**config.mk**
```make
export PLATFORM = sky130hd
export DESIGN_NAME = alu_uart_requester
export DESIGN_NICKNAME = d
export VERILOG_FILES = /design/src/rtl/alu_uart_requester.sv
export SDC_FILE = /design/constraint.sdc
export NUM_CORES = 1
export LEC_CHECK = 0
export CAP_MARGIN = 0
export CORE_MARGIN = 2
export CORE_UTILIZATION = 25
export DETAILED_ROUTE_END_ITERATION = 10
export DONT_BUFFER_PORTS = 1
export HOLD_SLACK_MARGIN = 0.08
export PLACE_DENSITY = 0.44
export SYNTH_ARGS = -nofsm -noshare
export SYNTH_HDL_FRONTEND = slang
export SYNTH_SLANG_ARGS = --single-unit
```
**constraint.sdc**
```tcl
create_clock -name clk -period 1.85 [get_ports clk]
set_input_delay 0.4625 -clock clk [delete_from_list [all_inputs] [get_ports clk]]
set_output_delay 0.4625 -clock clk [all_outputs]
set_load 0.02 [all_outputs]
```
**src/rtl/alu_uart_requester.sv**
```systemverilog
// Host-side requester for the UART ALU link: sends A, B and opcode bytes, then waits for one result byte.
// Optional build macro ALU_REQ_FLUSH_EN adds a FLUSH state that drops stale RX bytes before sending.
module alu_uart_requester #(
   parameter int BUS_SIZE       = 8,
   parameter int OPCODE_W       = 6,
   parameter int TIMEOUT_CYCLES = 1000000,
   parameter int TO_BITS        = 20
) (
   input  logic                clk,
   input  logic                reset,
   input  logic                start,
   input  logic [BUS_SIZE-1:0] i_op_a,
   input  logic [BUS_SIZE-1:0] i_op_b,
   input  logic [OPCODE_W-1:0] i_op_code,
   output logic                busy,
   output logic                done,
   output logic                timeout,
   output logic [BUS_SIZE-1:0] o_result,
   output logic                wr_uart,
   output logic [BUS_SIZE-1:0] w_data,
   input  logic                tx_full,
   output logic                rd_uart,
   input  logic [BUS_SIZE-1:0] r_data,
   input  logic                rx_empty
);

   typedef enum logic [2:0] {
      ST_IDLE     = 3'd0,
`ifdef ALU_REQ_FLUSH_EN
      ST_FLUSH    = 3'd1,
`endif
      ST_SEND_A   = 3'd2,
      ST_SEND_B   = 3'd3,
      ST_SEND_OP  = 3'd4,
      ST_WAIT_RES = 3'd5,
      ST_FINISH   = 3'd6
   } state_t;

   localparam logic [TO_BITS-1:0] CNT_LAST = TO_BITS'(TIMEOUT_CYCLES - 1);

   state_t              state_r;
   logic [BUS_SIZE-1:0] a_r;
   logic [BUS_SIZE-1:0] b_r;
   logic [OPCODE_W-1:0] op_r;
   logic [TO_BITS-1:0]  cnt_r;

   // FIFO strobes and TX byte decoded from state and FIFO flags
   always_comb begin
      wr_uart = 1'b0;
      rd_uart = 1'b0;
      w_data  = '0;
      case (state_r)
`ifdef ALU_REQ_FLUSH_EN
         ST_FLUSH:    rd_uart = !rx_empty;
`endif
         ST_SEND_A: begin
            wr_uart = !tx_full;
            w_data  = a_r;
         end
         ST_SEND_B: begin
            wr_uart = !tx_full;
            w_data  = b_r;
         end
         ST_SEND_OP: begin
            wr_uart = !tx_full;
            w_data  = BUS_SIZE'(op_r);
         end
         ST_WAIT_RES: rd_uart = !rx_empty;
         default: begin
            wr_uart = 1'b0;
            rd_uart = 1'b0;
            w_data  = '0;
         end
      endcase
   end

   // Request sequencer with registered status outputs
   always_ff @(posedge clk or negedge reset) begin
      if (!reset) begin
         state_r  <= ST_IDLE;
         a_r      <= '0;
         b_r      <= '0;
         op_r     <= '0;
         cnt_r    <= '0;
         busy     <= 1'b0;
         done     <= 1'b0;
         timeout  <= 1'b0;
         o_result <= '0;
      end else begin
         case (state_r)
            ST_IDLE: begin
               done <= 1'b0;
               if (start) begin
                  a_r     <= i_op_a;
                  b_r     <= i_op_b;
                  op_r    <= i_op_code;
                  busy    <= 1'b1;
                  timeout <= 1'b0;
`ifdef ALU_REQ_FLUSH_EN
                  state_r <= ST_FLUSH;
`else
                  state_r <= ST_SEND_A;
`endif
               end
            end
`ifdef ALU_REQ_FLUSH_EN
            ST_FLUSH: if (rx_empty) state_r <= ST_SEND_A;
`endif
            ST_SEND_A: if (wr_uart) state_r <= ST_SEND_B;
            ST_SEND_B: if (wr_uart) state_r <= ST_SEND_OP;
            ST_SEND_OP: begin
               if (wr_uart) begin
                  cnt_r   <= '0;
                  state_r <= ST_WAIT_RES;
               end
            end
            // A byte on the terminal count cycle still counts as a result
            ST_WAIT_RES: begin
               if (rd_uart) begin
                  o_result <= r_data;
                  timeout  <= 1'b0;
                  done     <= 1'b1;
                  busy     <= 1'b0;
                  state_r  <= ST_FINISH;
               end else if (cnt_r == CNT_LAST) begin
                  timeout  <= 1'b1;
                  done     <= 1'b1;
                  busy     <= 1'b0;
                  state_r  <= ST_FINISH;
               end else begin
                  cnt_r    <= cnt_r + TO_BITS'(1);
               end
            end
            ST_FINISH: begin
               done    <= 1'b0;
               state_r <= ST_IDLE;
            end
            default: begin
               busy    <= 1'b0;
               done    <= 1'b0;
               state_r <= ST_IDLE;
            end
         endcase
      end
   end

endmodule

```
==> summary.md, run 1 <==
| Metric | Value |
|---|---|
| Clock Latency Late Sink | 320 ps |
| Total grt overflow | 0 |
| Unrepaired setup endpoints after global routing | yes |
| Crit path from | state_r[2] |
| Synth unique cells | 49 |
| Reg-to-reg setup timing slack | 0 ps |
| Final cell count without fillers | 454 |
| Synth area leader | dfrtp_1 |
| First-pass GRT wire length | 11500 um |
| Starting Density | 25.4% |
| FILL cells | 1086 |
| Logic pwr share | 49.0% |
| Max Cap Viol | 0 |
| Fraction of layout cells with a size suffix above 1 | 48.1% |
| Mapped Cells | 245 |
| FF-to-FF path depth | 7 |
| Leakage | 1.70 nW |
| Max clock buf depth | 2 |
| Worst Tran Pin Value | 354 ps |
| EDFF count, synth | 0 |
| Max VDD drop | 0.854 mV |
| Hpwl dp | 5000 um |
| CTS H-tree depth | 2 |
| Core Util, Final | 36.9% |
| TritonCTS clock tree | yes |
| Initial antenna violation count | 0 |
| Vias/cell | 4.77 |
| First-iteration detailed-routing DRC count | 91 |
| Wirelength per Cell | 16.6 um |
| Setup_tns | -411 ps |
| Register share of total power | 38.0% |
| R2R Path Start | cnt_r[1] |
| Crit path time final | 1920 ps |
| Inst Count DP | 423 |
| Vias in the first global route | 2099 |
| Setup Crit Path Kind | reg -> out |
| Post-Route WL | 7550 um |
| Hold Vio Cnt, Final | 0 |
| Vias | 2166 |
| CTS buffer count | 5 |
| CP Launch Type | register |
| Slew HR | 76.4% |
| Clock transition at the registers of the reported paths | 110 ps |
| Critical Path End | w_data[2] |
| Max-slew violation count | 0 |
| Synthesized area per cell | 11.2 sq um |
| # DRC | 0 |
| Fmax | 521 MHz |
| Failing checks | negative setup slack |
| WP data arrival | 1460 ps |
| Post-Route Skew | 16.9 ps |
| Placer Congestion | 0.825 |
| Num rows | 38 |
| Reg2reg end | cnt_r[2] |
| Psw | 2.00 mW |
| DR pass1 iterations | 4 |
| Clock share of power | 13.1% |
| Core area | 0.0107 sq mm |
| Critical Path RT | 1390 ps |
| Final #Nets | 349 |
| Area Growth Syn to Fin | 45.1% |
| Largest cells by area after synthesis | dfrtp_1 51%, mux2_2 12%, mux2i_1 3.7% |
| Port bufs | 0 |
| Async set-reset flop share out of synthesis | 100% |
| Final WS setup | -70.4 ps |
| Hold Slack | 281 ps |
| Yosys reg bits | 56 |
| Syn Std Cell Area | 0.00273 sq mm |
| # clock sinks | 56 |
| Die Wd | 109 um |
| Diodes inserted | 0 |
| Pwr/cell area | 1380 mW/mm^2 |
| Yosys top cell area share | 51.3% |
| Setup violators final | 9 |
| Crit Path Max Fanout | 7 |
| Int Power | 3.48 mW |
| Sequential share of the synthesized area | 51.3% |
| Largest net degree at the start of global routing | 57 |
| IO Pins | 56 |
| Tcrit/Tclk final | 104% |
| Clk root buf | clkbuf_8 |
| Ys flop type | dfrtp_1 |
| Mapped Nets | 281 |
| Post-DRT Antenna Nets | 0 |
| HP Class | in -> reg |
| Die Span Y | 109 um |
| Total GRT Usage | 12.6% |
| Synth Warn # | 0 |
| Crit end category | output port |
| Die ar. | 0.0118 sq mm |
| Run status | finished, violations left |
| Switching share of total power | 36.5% |
-- cell usage in the layout (no fill, tap or decap), types with 2 or more instances in the layout --
cell / n
clkbuf_8: 5
nor3b_1: 2
nand3_2: 2
buf_4: 42
nand2_1: 17
clkbuf_16: 2
dfrtp_1: 56
xor2_1: 6
buf_12: 4
or3_4: 2
nand3_1: 7
nor2_1: 9
a31oi_1: 4
o21ai_0: 7
a21oi_1: 6
nor4_1: 2
o22ai_1: 3
a21oi_2: 3
mux2_2: 13
or2_2: 2
inv_6: 2
nor3_1: 3
mux2i_1: 8
o21ai_2: 6
o21ai_1: 2
nor2_4: 5
a21o_1: 4
nand2b_4: 2
inv_1: 4
nor2_2: 2
mux2_4: 17
nand2_2: 3
nand4_1: 6
buf_6: 19
and3_1: 3
-- worst max-delay path, cell delays in order (launching register included) --
cell      delay (ps)
dfrtp_1          430
buf_4            160
nand2b_4         140
buf_6            140
o21ai_2          140
buf_6            130
-- through the flow --
step           worst slack, ps  area (sq um)  total power, mW
6_report                 -70.4          3970             5.48
5_1_grt                   -144          3970             5.80
4_1_cts                  -65.6          3650             5.05
3_5_place_dp             -46.5          3260             3.88
3_3_place_gp             -15.6          3260             3.86
2_1_floorplan             9.43          2740             3.13
-- per-layer routing --
layer | wire length (um) | global-route usage [%] | up-vias
li1 | - | - | 1029
met1 | 3370 | 17.3 | 1072
met2 | 3710 | 20.0 | 57
met3 | 382 | 3.25 | 8
met4 | 82 | 2.84 | 0
met5 | 0 | 0 | -
-- repair_timing --
action / CTS / global route
gates resized for setup: 29 / 52
gates cloned: 1 / 3
hold buffers: 2 / 0
endpoints found under the hold margin: 56 / 0
setup endpoints to repair: 19 / 56
setup buffers: 11 / 6
pin swaps: 10 / 22
-- logic make-up (layout without fill, tap and decap cells) --
group | after synthesis | after routing | share of synthesized area [%]
buf+inv | 15 | 84 | 2.38
fa+ha+maj | 1 | 1 | 0.458
compound gates | 47 | 47 | 11.4
mux | 40 | 40 | 16.0
xor+xnor | 6 | 6 | 1.92
flops | 56 | 56 | 51.3
simple gates | 80 | 80 | 16.6
-- power groups by stage --
| stage | Clock [mW] | Combinational [mW] | Sequential, mW |
|---|---|---|---|
| after detailed placement | 0 | 1.79 | 2.08 |
| after global routing | 0.797 | 2.87 | 2.14 |
| after global placement | 0 | 1.78 | 2.07 |
| after CTS | 0.755 | 2.24 | 2.06 |
| after floorplan | 0 | 1.11 | 2.02 |
| final | 0.716 | 2.68 | 2.08 |
-- registers in the layout (all words and copies together), names as in the netlist --
signal	flops
o_result	8
done	1
op_r	6
busy	1
a_r	8
cnt_r	20
state_r	3
b_r	8
timeout	1
-- cell usage after synthesis, drive strengths merged, types with 2 or more instances --
cell / n
nand2b: 3
dfrtp: 56
a21o: 4
xor2: 6
a21oi: 10
nand4: 6
clkbuf: 4
nor3: 3
o22ai: 3
nor4b: 2
buf: 6
o21ai: 15
mux2: 30
and3: 3
o211ai: 2
nand3: 9
mux2i: 10
nor2: 16
a31oi: 5
or3: 3
or2: 2
inv: 5
nor4: 3
nand2: 21
nor3b: 3
-- area by class of cell --
type	instances	area [sq um]	area share [%]
Multi-Input combinational cell	174	1540	38.7
Sequential cell	56	1400	35.3
Timing Repair Buffer	71	744	18.8
Tap cell	140	175	4.42
Clock buffer	6	72.6	1.83
Inverter	5	18.8	0.473
Clock inverter	2	17.5	0.442
-- worst min path at each step --
stage | startpoint | to | depth (start not counted)
2_1_floorplan | reset | a_r[0] | 0
6_report | i_op_b[2] | b_r[2] | 1
3_5_place_dp | reset | cnt_r[18] | 0
5_1_grt | i_op_b[2] | b_r[2] | 1
3_3_place_gp | reset | cnt_r[17] | 0
4_1_cts | i_op_a[3] | a_r[3] | 1
Note: power is estimated with default switching activity, not from simulation.
==> run 2, diff against run 1 <==
Settings changed: RECOVER_POWER set to 100.
==> run 2 against run 1 <==
  * The flow still finishes with violations (negative setup slack)
  * Critical path depth did not move
  * Clock skew rose by 0.95 ps
  * Register-to-register slack barely moved
  * Sequential cell count did not move
  * Routed wire length barely moved
  * First-iteration DRC count rose by 2.2%
  * Fmax barely moved
  * Non-clock buffer count did not move
  * Clock-buffer cell count did not move
  * Critical endpoint unchanged
  * Largest cell class unchanged
==> summary.md, run 2 (synthesis results as in run 1) <==
| Metric | Value |
|---|---|
| Starting Density | 25.4% (unchanged) |
| Clk root buf | clkbuf_8 (unchanged) |
| Port bufs | 0 (unchanged) |
| Tcrit/Tclk final | 104% (about the same) |
| HP Class | in -> reg (unchanged) |
| Slew HR | 45.0% (was 76.4%) |
| Commonest cells after routing, fill and taps aside | 56 x dfrtp_1, 42 x buf_4, 19 x buf_6 (unchanged) |
| Die Wd | 109 um (unchanged) |
| Dpl ws | -46.5 ps (unchanged) |
| Critical-path cell list | buf_4 -> nand2b_4 -> buf_6 -> o21ai_2 -> buf_6 (unchanged) |
| Crit path time final | 1920 ps (about the same) |
| Pwr/cell area | 1390 mW/mm^2 (was 1380 mW/mm^2) |
| Crit end category | output port (unchanged) |
| Hold Slack | 280 ps (was 281 ps) |
| # clock sinks | 56 (unchanged) |
| Number of buffers and inverters on the critical path | 3 (unchanged) |
| Leakage | 1.69 nW (was 1.70 nW) |
| DR pass1 iterations | 4 (unchanged) |
| Total GRT Usage | 12.6% (unchanged) |
| Final WS setup | -71.7 ps (was -70.4 ps) |
| Final cell count without fillers | 454 (unchanged) |
| Max-slew violation count | 0 (unchanged) |
| Clock transition at the registers of the reported paths | 110 ps (about the same) |
| IO Pins | 56 (unchanged) |
| Critical Path RT | 1390 ps (about the same) |
| First-pass GRT wire length | 11500 um (unchanged) |
| First-iteration detailed-routing DRC count | 93 (was 91) |
| Area Growth Syn to Fin | 44.3% (was 45.1%) |
| Setup Crit Path Kind | reg -> out (unchanged) |
| Max clock buf depth | 2 (unchanged) |
| Unrepaired setup endpoints after global routing | yes (unchanged) |
| Setup violators final | 9 (unchanged) |
| Clock Latency Late Sink | 320 ps (about the same) |
| Placer Congestion | 0.825 (unchanged) |
| Inst Count DP | 423 (unchanged) |
| Total grt overflow | 0 (unchanged) |
| Vias in the first global route | 2099 (unchanged) |
| CTS buffer count | 5 (unchanged) |
| Fraction of layout cells with a size suffix above 1 | 48.1% (unchanged) |
| Slowest stage delay, CP | 430 ps (about the same) |
| Wirelength per Cell | 16.6 um (about the same) |
| WP data arrival | 1460 ps (about the same) |
| CP Launch Type | register (unchanged) |
| Worst path top cell family by delay | buffers and inverters (unchanged) |
| Initial antenna violation count | 0 (unchanged) |
| TritonCTS clock tree | yes (unchanged) |
| Max reg flops | 20 (unchanged) |
| Largest net degree at the start of global routing | 57 (unchanged) |
| Post-Route Skew | 17.8 ps (was 16.9 ps) |
| Crit Path Max Fanout | 7 (unchanged) |
| Failing checks | negative setup slack (unchanged) |
| Max Cap Viol | 0 (unchanged) |
| Total power | 5.47 mW (was 5.48 mW) |
| Vias | 2167 (was 2166) |
| Hold Vio Cnt, Final | 0 (unchanged) |
| Die Span Y | 109 um (unchanged) |
| Final #Nets | 349 (unchanged) |
| Post-Route WL | 7550 um (about the same) |
| Highest-delay cell along the critical path | dfrtp_1 (unchanged) |
| Core Util, Final | 36.7% (was 36.9%) |
| # DRC | 0 (unchanged) |
| Die ar. | 0.0118 sq mm (unchanged) |
| Commonest non-fill, non-tap cell in the layout | dfrtp_1 (unchanged) |
| Largest Register | cnt_r (unchanged) |
| Most frequent CP cell | buf_6 (unchanged) |
| Num rows | 38 (unchanged) |
| Diodes inserted | 0 (unchanged) |
| Fmax | 520 MHz (was 521 MHz) |
| Max VDD drop | 0.852 mV (was 0.854 mV) |
| CTS H-tree depth | 2 (unchanged) |
| Run status | finished, violations left (unchanged) |
| Vias/cell | 4.77 (about the same) |
| Hpwl dp | 5000 um (unchanged) |
| Post-DRT Antenna Nets | 0 (unchanged) |
| Core area | 0.0107 sq mm (unchanged) |
| Worst Tran Pin Value | 825 ps (was 354 ps) |
## run 2: cell types whose count changed in the layout (fill, tap and decap cells not counted)
cell / change
clkbuf_4: +1
buf_16: -1
## run 2: layer usage
metal  global-route usage (%)  vias to the layer above  part of all wire [%]
met5                        0                        -                     0
li1                         -                     1029                     -
met2                     20.0                       56                    49
met1                     17.3                     1076                    45
met4                     2.84                        0                  0.86
met3                     3.25                        6                   5.0
## run 2: layout make-up
type	instances	area (sq um)
Timing Repair Buffer	71	724
Sequential cell	56	1400
Clock inverter	2	17.5
Fill cell	1088	6800
Inverter	5	18.8
Multi-Input combinational cell	174	1540
Clock buffer	6	72.6
Tap cell	140	175
## run 2: per-stage QoR
step	TNS (ps)	instance area [sq um]
floorplan	0	2740
global placement	-19.9	3260
detailed placement	-67.2	3260
CTS	-440	3650
global route	-1340	3950
finish	-420	3950
## run 2: what timing repair did
item                                   CTS  global route
setup buffers                           11             6
resized for setup                       29            52
cloned                                   1             3
hold buffers                             2             0
setup endpoints to repair               19            56
pin swaps                               10            22
endpoints found under the hold margin   56             0
## run 2: final timing paths
check,startpoint,end,slack (ps),cells after the start
hold / removal,i_op_b[7],b_r[7],280,1
setup reg to reg,cnt_r[1],cnt_r[2],10,7
max in group asynchronous,reset,busy,470,2
min in group asynchronous,reset,cnt_r[19],790,2
hold reg to reg,a_r[6],a_r[6],520,1
setup / recovery,state_r[2],w_data[2],-70,5
## run 2: report_power, final
group	internal (mW)	switching (mW)	leakage, nW	total (mW)
logic	1.54	1.14	0.937	2.67
registers	1.66	0.423	0.709	2.08
clock network	0.279	0.439	0.0462	0.718
total	3.47	2.00	1.69	5.47
## run 2: worst reg2reg max path, delay by kind of cell (launching register included)
| family | cells | cell delay, ps |
|---|---|---|
| AO/OA/AOI/OAI | 2 | 490 |
| adder cells (fa/ha/maj) | 1 | 200 |
| buffers and inverters | 1 | 180 |
| flip-flops | 1 | 380 |
| AND/OR/NAND/NOR | 3 | 500 |
